File: src/rtl/exchange_order_ingress_if.sv
// Byte-serial order input and strobed order output of the exchange ingress stage.
// The master drives message bytes; the slave presents the issued order.
interface exchange_order_ingress_if;
   logic [7:0]  rx_data;
   logic        rx_valid;
   logic        rx_sop;
   logic [4:0]  exchange_client_id;
   logic [15:0] exchange_amount;
   logic        exchange_go;

   modport master (
      output rx_data, rx_valid, rx_sop,
      input  exchange_client_id, exchange_amount, exchange_go
   );

   modport slave (
      input  rx_data, rx_valid, rx_sop,
      output exchange_client_id, exchange_amount, exchange_go
   );
endinterface

File: src/rtl/exchange_order_ingress.sv
// Assembles 3-byte exchange orders, filters them, queues them in a FIFO and issues
// each one as a go strobe long enough for the slowclk-domain processor to see once.
module exchange_order_ingress #(
   parameter int DEPTH       = 8,
   parameter int GO_HOLD     = 4,
   parameter int GAP_CYCLES  = 4,
   parameter int NUM_CLIENTS = 32
) (
   input  logic                     clk,
   input  logic                     HRESET,
   exchange_order_ingress_if.slave  bus,
   output logic [$clog2(DEPTH):0]   fifo_level,
   output logic [15:0]              dropped_count,
   output logic [15:0]              overflow_count
);
   localparam int AW = $clog2(DEPTH);

   typedef enum logic [1:0] {P_IDLE, P_HDR, P_AMT} parse_state_t;
   typedef enum logic [1:0] {I_IDLE, I_HOLD, I_GAP} issue_state_t;

   parse_state_t  p_state, p_next;
   issue_state_t  i_state, i_next;
   logic [7:0]    hdr_q, amt_hi_q;
   logic          latch_hdr, latch_amt, drop_evt, msg_done;
   logic [15:0]   msg_amount;
   logic          msg_ok, push_req, push_ok, pop, reject_evt, overflow_evt;
   logic          fifo_full, fifo_empty;
   logic [20:0]   mem [DEPTH];
   logic [AW-1:0] wr_ptr, rd_ptr;
   logic [15:0]   i_cnt, i_cnt_next;

   always_ff @(posedge clk) begin
      if (HRESET) begin
         p_state <= P_IDLE;
         hdr_q    <= '0;
         amt_hi_q <= '0;
      end else begin
         p_state <= p_next;
         if (latch_hdr) hdr_q <= bus.rx_data;
         if (latch_amt) amt_hi_q <= bus.rx_data;
      end
   end

   // A sop arriving mid-message abandons the partial message and starts a new one.
   always_comb begin
      p_next    = p_state;
      latch_hdr = 1'b0;
      latch_amt = 1'b0;
      drop_evt  = 1'b0;
      msg_done  = 1'b0;
      if (bus.rx_valid) begin
         case (p_state)
            P_IDLE: begin
               if (bus.rx_sop) begin
                  latch_hdr = 1'b1;
                  p_next    = P_HDR;
               end
            end
            P_HDR: begin
               if (bus.rx_sop) begin
                  latch_hdr = 1'b1;
                  drop_evt  = 1'b1;
               end else begin
                  latch_amt = 1'b1;
                  p_next    = P_AMT;
               end
            end
            P_AMT: begin
               if (bus.rx_sop) begin
                  latch_hdr = 1'b1;
                  drop_evt  = 1'b1;
                  p_next    = P_HDR;
               end else begin
                  msg_done = 1'b1;
                  p_next   = P_IDLE;
               end
            end
            default: p_next = P_IDLE;
         endcase
      end
   end

   assign msg_amount   = {amt_hi_q, bus.rx_data};
   assign msg_ok       = (hdr_q[7:5] == 3'b001) && (32'(hdr_q[4:0]) < NUM_CLIENTS)
                         && (msg_amount != 16'd0);
   assign push_req     = msg_done && msg_ok;
   assign reject_evt   = msg_done && !msg_ok;
   assign fifo_full    = (fifo_level == (AW+1)'(DEPTH));
   assign fifo_empty   = (fifo_level == '0);
   assign pop          = (i_state == I_IDLE) && !fifo_empty;
   assign push_ok      = push_req && (!fifo_full || pop);
   assign overflow_evt = push_req && fifo_full && !pop;

   // Storage carries no reset; the pointers and level define what is valid.
   always_ff @(posedge clk) begin
      if (push_ok) mem[wr_ptr] <= {hdr_q[4:0], msg_amount};
   end

   always_ff @(posedge clk) begin
      if (HRESET) begin
         wr_ptr     <= '0;
         rd_ptr     <= '0;
         fifo_level <= '0;
      end else begin
         if (push_ok) wr_ptr <= wr_ptr + 1'b1;
         if (pop)     rd_ptr <= rd_ptr + 1'b1;
         case ({push_ok, pop})
            2'b10:   fifo_level <= fifo_level + 1'b1;
            2'b01:   fifo_level <= fifo_level - 1'b1;
            default: fifo_level <= fifo_level;
         endcase
      end
   end

   always_ff @(posedge clk) begin
      if (HRESET) begin
         dropped_count  <= '0;
         overflow_count <= '0;
      end else begin
         if ((drop_evt || reject_evt) && dropped_count != 16'hFFFF)
            dropped_count <= dropped_count + 16'd1;
         if (overflow_evt && overflow_count != 16'hFFFF)
            overflow_count <= overflow_count + 16'd1;
      end
   end

   always_ff @(posedge clk) begin
      if (HRESET) begin
         i_state                <= I_IDLE;
         i_cnt                  <= '0;
         bus.exchange_client_id <= '0;
         bus.exchange_amount    <= '0;
      end else begin
         i_state <= i_next;
         i_cnt   <= i_cnt_next;
         if (pop) {bus.exchange_client_id, bus.exchange_amount} <= mem[rd_ptr];
      end
   end

   // The gap keeps consecutive strobes distinguishable in the slower domain.
   always_comb begin
      i_next     = i_state;
      i_cnt_next = i_cnt;
      case (i_state)
         I_IDLE: begin
            if (!fifo_empty) begin
               i_next     = I_HOLD;
               i_cnt_next = '0;
            end
         end
         I_HOLD: begin
            if (i_cnt == 16'(GO_HOLD - 1)) begin
               i_next     = I_GAP;
               i_cnt_next = '0;
            end else begin
               i_cnt_next = i_cnt + 16'd1;
            end
         end
         I_GAP: begin
            if (i_cnt == 16'(GAP_CYCLES - 1)) begin
               i_next     = I_IDLE;
               i_cnt_next = '0;
            end else begin
               i_cnt_next = i_cnt + 16'd1;
            end
         end
         default: i_next = I_IDLE;
      endcase
   end

   assign bus.exchange_go = (i_state == I_HOLD);
endmodule
File: src/flat_wrapper.sv
// flat-port wrapper written by rule: the top's interface ports become plain ports
module exchange_order_ingress_flat 
#(
   parameter int DEPTH       = 8,
   parameter int GO_HOLD     = 4,
   parameter int GAP_CYCLES  = 4,
   parameter int NUM_CLIENTS = 32
)
  (clk, HRESET, fifo_level, dropped_count, overflow_count, bus_rx_data, bus_rx_valid, bus_rx_sop, bus_exchange_client_id, bus_exchange_amount, bus_exchange_go);
  exchange_order_ingress_if bus_i ();
  input  logic clk;
  input  logic HRESET;
  output logic [$clog2(DEPTH):0] fifo_level;
  output logic [15:0] dropped_count;
  output logic [15:0] overflow_count;
  input wire logic [$bits(bus_i.rx_data)-1:0] bus_rx_data;
  input wire logic [$bits(bus_i.rx_valid)-1:0] bus_rx_valid;
  input wire logic [$bits(bus_i.rx_sop)-1:0] bus_rx_sop;
  output wire logic [$bits(bus_i.exchange_client_id)-1:0] bus_exchange_client_id;
  output wire logic [$bits(bus_i.exchange_amount)-1:0] bus_exchange_amount;
  output wire logic [$bits(bus_i.exchange_go)-1:0] bus_exchange_go;
  assign bus_i.rx_data = bus_rx_data;
  assign bus_i.rx_valid = bus_rx_valid;
  assign bus_i.rx_sop = bus_rx_sop;
  assign bus_exchange_client_id = bus_i.exchange_client_id;
  assign bus_exchange_amount = bus_i.exchange_amount;
  assign bus_exchange_go = bus_i.exchange_go;
  exchange_order_ingress #(.DEPTH(DEPTH), .GO_HOLD(GO_HOLD), .GAP_CYCLES(GAP_CYCLES), .NUM_CLIENTS(NUM_CLIENTS)) u_core (.clk(clk), .HRESET(HRESET), .bus(bus_i), .fifo_level(fifo_level), .dropped_count(dropped_count), .overflow_count(overflow_count));
endmodule
File: config.mk
export PLATFORM = sky130hd
export DESIGN_NAME = exchange_order_ingress_flat
export DESIGN_NICKNAME = d
export VERILOG_FILES = /design/src/rtl/exchange_order_ingress_if.sv /design/src/rtl/exchange_order_ingress.sv /design/src/flat_wrapper.sv
export SDC_FILE = /design/constraint.sdc
export NUM_CORES = 1
export LEC_CHECK = 0
export CORE_MARGIN = 3
export CORE_UTILIZATION = 55
export DETAILED_ROUTE_END_ITERATION = 16
export GPL_TIMING_DRIVEN = 0
export PLACE_DENSITY = 0.75
export SYNTH_ARGS = -nofsm -noshare
export SYNTH_HDL_FRONTEND = slang
export SYNTH_SLANG_ARGS = --single-unit
File: constraint.sdc
create_clock -name clk -period 9.85 [get_ports clk]
set_input_delay 1.97 -clock clk [delete_from_list [all_inputs] [get_ports clk]]
set_output_delay 1.97 -clock clk [all_outputs]
set_load 0.01 [all_outputs]
# Yosys cells after proc, flatten, opt, wreduce, memory -nomap -nowiden

Memories as Yosys holds them, arrays and structs flattened. A register that Yosys moved wholly into a read port is not among the register bits.
Index checks and enable logic that the tools add are counted.

Add/sub/neg operators: 7
Eq/ne operators: 16
Muxes and demuxes: 24
Reduce and logical (&&, ||, !) cells: 27

Operators by type and width:

| operator                                             | count |
|---|---|
| adder 16 x 1 -> 16 bit, second input constant        | 3 |
| two-way mux 16 bit                                   | 2 |
| != test 16 bit, second input constant                | 2 |
| case mux 16 bit (2 select lines)                     | 1 |
| equality test 16 x 2 -> 1 bit, second input constant | 1 |
| nonzero test 16 bit                                  | 1 |
| two-way mux 1 bit                                    | 13 |
| case mux 2 bit (3 select lines)                      | 2 |
| two-way mux 2 bit                                    | 5 |
| logical AND 1 bit                                    | 9 |
| case mux 4 bit (2 select lines)                      | 1 |
| adder 3 x 1 -> 3 bit, second input constant          | 2 |
| equality test 2 x 1 -> 1 bit, second input constant  | 3 |
| equality test 2 bit, second input constant           | 3 |
| != test 2 bit, second input constant                 | 3 |
| AND reduction 3 bit                                  | 2 |
| adder 4 x 1 -> 4 bit, second input constant          | 1 |
| equality test 4 bit, second input constant           | 1 |
| logical NOT 1 bit                                    | 4 |
| logical NOT 2 bit                                    | 2 |
| logical NOT 4 bit                                    | 1 |
| != test 2 x 1 -> 1 bit, second input constant        | 2 |
| nonzero test 2 bit                                   | 2 |
| OR reduction 2 bit                                   | 2 |
| 5 further kinds                                      | 6 |

Register bits: 78
Memory bits (writable): 168
Bits of input ports: 12
Output and inout bits: 58
Memories kept: 1

Memories:

| memory     | words | bits a word | read ports | clocked after Yosys merged registers in | write ports | line                         | RTL |
|---|---|---|---|---|---|---|---|
| u_core.mem | 8     | 21          | 1          | 1                                       | 1           | exchange_order_ingress.sv:28 | `logic [20:0] mem [DEPTH];` |

# Longest topological paths before layout

Depth after elaboration: 7
Gate-level depth with buffers: 14

# Worst setup path after synthesis

No wires, ideal clock.

Path kind: input to register
From: in bus_rx_sop
To: mem u_core.mem[0][0], enable pin
Library setup time: 0.453 ns
Arrival time: 4.949 ns
Data required time: 9.397 ns
Setup slack: 4.449 ns
Stages: 7
Path buffers: 3
Cell sequence: buf_2 -> nor2b_1 -> buf_4 -> and4_1 -> buf_4 -> nand3_1 -> nor4_1

Longest elaborated chain between the ends: 7

Ends and longest elaborated chain:

| what                                    | line                         | RTL |
|---|---|---|
| from (decl)                             | flat_wrapper.sv:18           | `input wire logic [$bits(bus_i.rx_sop)-1:0] bus_rx_sop;` |
| two-way mux 1 bit                       | exchange_order_ingress.sv:69 | `if (bus.rx_sop) begin` |
| two-way mux 1 bit                       | exchange_order_ingress.sv:52 | `case (p_state)` |
| two-way mux 1 bit                       | exchange_order_ingress.sv:51 | `if (bus.rx_valid) begin` |
| logical AND 1 bit                       | exchange_order_ingress.sv:86 | `assign push_req = msg_done && msg_ok;` |
| logical AND 1 bit                       | exchange_order_ingress.sv:91 | `assign push_ok = push_req && (!fifo_full \|\| pop);` |
| two-way mux 1 bit                       | exchange_order_ingress.sv:96 | `if (push_ok) mem[wr_ptr] <= {hdr_q[4:0], msg_amount};` |
| two-way mux 1 bit (implied by the code) | exchange_order_ingress.sv:96 |  |
| to (decl)                               | exchange_order_ingress.sv:28 |  |

Every way passes these cells.

# Worst setup path in the final report

From: in bus_rx_data[0]
To: reg u_core.fifo_level[3]

Longest elaborated chain between the ends: 6
Elaborated cells between the ends (all ways): 8
Classes of those cells: eq/ne: 2; mux: 1; reduce/logical: 5

Ends and longest elaborated chain:

| what                                                                  | line                          | RTL |
|---|---|---|
| from (decl)                                                           | flat_wrapper.sv:16            | `input wire logic [$bits(bus_i.rx_data)-1:0] bus_rx_data;` |
| nonzero test 16 bit (*)                                               | exchange_order_ingress.sv:85  | `&& (msg_amount != 16'd0);` |
| logical AND 1 bit (*)                                                 | exchange_order_ingress.sv:85  |  |
| logical AND 1 bit (*)                                                 | exchange_order_ingress.sv:86  |  |
| logical AND 1 bit (*)                                                 | exchange_order_ingress.sv:91  |  |
| equality test 2 x 1 -> 1 bit or equality test 2 bit (tied branches)   | exchange_order_ingress.sv:107 | `case ({push_ok, pop})` |
| case mux 4 bit (2 select lines) or nonzero test 2 bit (tied branches) | --                            |  |
| to (signal assigned)                                                  | exchange_order_ingress.sv:108 | `2'b10: fifo_level <= fifo_level + 1'b1;` |
| to (signal assigned)                                                  | exchange_order_ingress.sv:109 | `2'b01: fifo_level <= fifo_level - 1'b1;` |
| to (signal assigned)                                                  | exchange_order_ingress.sv:110 | `default: fifo_level <= fifo_level;` |
| to (decl)                                                             | exchange_order_ingress.sv:12  | `output logic [$clog2(DEPTH):0] fifo_level,` |

Every way passes the cells marked *; elsewhere a longest branch is shown, timed or not.
A chain may end at the register's enable or synchronous reset.

==> results.sh <==
export IMPL_post_cts_buffers=0
export IMPL_final_seq_area_um2=7030
export IMPL_finalNonFillerCells=1165
export IMPL_hold_viol_final=0
export IMPL_hold_depth=2
export IMPL_cts_resized=0
export IMPL_insertion_delay_ns=0.54
export IMPL_initial_core_util_pct=57.2
export IMPL_wl_met2_um=12800
export IMPL_critPathMaxFanout=11
export IMPL_status="completed"
export IMPL_rrSetupSlack_ns=6.15
export IMPL_critPathLaunchType="input port"
export IMPL_fin_ws_ns=5.09
export IMPL_die_h_um=147
export IMPL_grt_max_degree=15
export IMPL_setup_violations_final=0
export IMPL_ys_seq_area_share_pct=64.3
export IMPL_cts_tree="yes"
export IMPL_r2r_cells=14
export IMPL_layout_worst_path_cycle_share_pct=48.4
export IMPL_yosysWarningCount=0
export IMPL_max_slew_margin_pct=34.7
export IMPL_synthToLayoutAreaGrowth_pct=18.7
export IMPL_synthesis_area_um2=10900
export IMPL_synth_ff_type="edfxtp_1"
export IMPL_tightest_slew_ns=0.974
export IMPL_io_pins=70
export IMPL_synth_edf_count=168
export IMPL_postCtsHoldBufs=0
export IMPL_whs_ns=0.480
export IMPL_avgSynthCellArea_um2=14.1
export IMPL_grt_first_pass_wirelength_um=39200
export IMPL_gpl_final_weighted_congestion=0.813
export IMPL_mostFrequentLayoutCell="edfxtp_1"
export IMPL_ys_ff_latch=267
export IMPL_clock_root_buffer="clkbuf_16"
export IMPL_cts_made_buffers=27
export IMPL_rsz0062_at_grt="no"
export IMPL_num_vias=6896
export IMPL_place_port_buffers=67
export IMPL_synthMuxAreaShare_pct=12.1
export IMPL_fillers=1262
export IMPL_num_antenna_cells=0
export IMPL_hold_class="flip-flop to flip-flop"
export IMPL_synth_compound_area_share_pct=4.12
export IMPL_wl_met3_um=1310
export IMPL_place_ws_ns=4.58
export IMPL_worstPathArrival_ns=5.19
export IMPL_syn_inst=775
export IMPL_maxSlewViolCount=0
export IMPL_antenna_found_initial=0
export IMPL_ys_types=50
export IMPL_place_inst=1117
export IMPL_grt_overflow=0
export IMPL_routed_wl_um=24500
export IMPL_vdd_drop_max_mv=0.131
export IMPL_place_hpwl_um=16400
export IMPL_clk_pin_slew_ns=0.06
export IMPL_synth_async_reset_ratio_pct=0
export IMPL_multi_input_area_um2=3700
export IMPL_p_leak_nw=4.40
export IMPL_synth_nets=802
export IMPL_firstDrtPassIters=5
export IMPL_dieArea_um2=21600
export IMPL_fin_crit_ns=4.76
export IMPL_synth_top_family_by_area="simple AND/OR/NAND/NOR gates"
export IMPL_drt_iter0_drc=459
export IMPL_r2r_end="u_core.fifo_level[3]"
export IMPL_p_per_area_nw_per_um2=225
export IMPL_holdPathEnd="u_core.i_state[1]"
export IMPL_drc=0
export IMPL_fmax_mhz=210
export IMPL_gr_usage_all_layers_pct=22.8
export IMPL_critPathCaptureType="flip-flop"
export IMPL_min_from="u_core.i_state[1]"
export IMPL_yosys_area_share_simple_pct=12.1
export IMPL_nets=913
export IMPL_r2r_start="u_core.i_state[0]"
export IMPL_synthAdderAreaFrac_pct=1.79
export IMPL_wl_per_cell_um=21.0
export IMPL_highest_layer="met4"
export IMPL_crit_required_ns=10.27
export IMPL_coreArea_um2=19100
export IMPL_h_tree_depth=1
export IMPL_drt_met1_wl_um=9910
export IMPL_cts_sinks=267
export IMPL_layout_common_cells="edfxtp_1, dfxtp_1, nor2_1, clkdlybuf4s50_1, mux4_2"
export IMPL_vias_per_cell=5.92
export IMPL_synthXorXnorAreaFrac_pct=3.45
export IMPL_ctsLongestPathBuffers=3
export IMPL_drive_gt1_share_pct=15.6
export IMPL_path_class="input port to flip-flop"
export IMPL_setup_tns_ns=0
export IMPL_first_global_vias=7132
export IMPL_num_rows=50
export IMPL_ant_nets=0
export IMPL_drv_cap=0
export IMPL_fin_skew_ns=0.0213
export IMPL_fp_dieW_um=147
## stage by stage
stage | util, % | power [W] | area, um2
floorplan | - | 0.00174 | 10900
global placement | 62.5 | 0.00195 | 11900
detailed placement | 63.6 | 0.00198 | 12100
CTS | 67.9 | 0.00293 | 13000
global route | 67.9 | 0.00304 | 13000
finish | 67.9 | 0.00291 | 13000
## cell usage after synthesis, types with 2 or more instances
cell type  instances  share of area (%)
edfxtp_1         168                 46
and3_1             5               0.29
a21o_1             3               0.21
dfxtp_1           99                 18
nand3_1           26                1.2
and2_1             2               0.11
nand3b_1           2               0.14
buf_1              4               0.14
nand4_2            2               0.23
nand2_1           37                1.3
xor2_1            14                1.1
nor3_1            10               0.46
inv_1             13               0.45
nor4_1            10               0.57
nor3b_1            2               0.14
buf_2             10               0.46
nor3_2             7               0.64
mux2i_1           34                3.1
a21oi_1           24                1.1
nand4_1           14               0.80
xnor2_1           29                2.3
nor2b_1            4               0.23
and4_1            10               0.80
mux4_2            42                8.7
ha_1              14                1.6
a211oi_1          22                1.5
nor4_2             7               0.80
nor2_1            96                3.3
o21ai_0            8               0.37
clkbuf_1          24               0.82
a22oi_1            2               0.14
buf_4              3               0.21
nand2b_1           3               0.17
or4_1              4               0.27
or3_1              4               0.23
mux2_2             3               0.31
## state kept, by name, indices dropped and copies added (netlist names)
name                           flops
u_core.dropped_count              16
u_core.mem                       168
u_core.p_state                     2
u_core.bus.exchange_amount        16
u_core.wr_ptr                      3
u_core.bus.exchange_client_id      5
u_core.i_state                     2
u_core.fifo_level                  4
u_core.amt_hi_q                    8
u_core.i_cnt                      16
u_core.overflow_count             16
u_core.hdr_q                       8
u_core.rd_ptr                      3
## worst max-delay path by stage
stage,from,to,slack [ns],depth (start not counted)
finish,bus_rx_data[0],u_core.fifo_level[3],5.09,12
global route,bus_rx_data[0],u_core.fifo_level[3],4.86,12
CTS,bus_rx_data[0],u_core.fifo_level[3],5.10,12
detailed placement,bus_rx_data[0],u_core.fifo_level[3],4.58,12
global placement,bus_rx_valid,u_core.mem[0][0],1.86,7
floorplan,bus_rx_sop,u_core.mem[0][0],4.45,7
## cell type report
class	count	area share, %
buffer	41	1.37
clock buffer	34	5.57
clock inverter	14	0.811
inverter	14	0.405
multi-input combinational	453	28.5
sequential	267	54.2
tap	260	2.51
timing repair buffer	82	6.57
## per-layer routing
metal | vias up | GRT usage (%)
li1 | 3152 | -
met1 | 3491 | 29.7
met2 | 213 | 40.6
met3 | 40 | 3.27
met4 | 0 | 6.10
met5 | - | 0
## power breakdown
part           leakage [nW]  internal [W]  switching [W]
combinational          1.55      0.000306       0.000373
clock                 0.407      0.000545       0.000414
sequential             2.44       0.00124      0.0000384
## critical path, cell delays in order
cell,delay [ns]
clkdlybuf4s50_1,0.65
nor4_2,0.48
nand4_2,0.33
nand2_1,0.25
nand2_1,0.12
inv_1,0.14
ha_1,0.23
a21o_1,0.19
a21oi_1,0.22
nor4_1,0.08
a31oi_1,0.17
mux2_2,0.35
## cells by family (layout without fill, tap and decap cells)
logic type,after synthesis,in the layout
xor+xnor,43,43
mux,79,79
flops,267,267
simple gates,250,250
compound gates,66,66
buf+inv,55,185
fa+ha+maj,15,15
(Power assumes the default switching activity.)
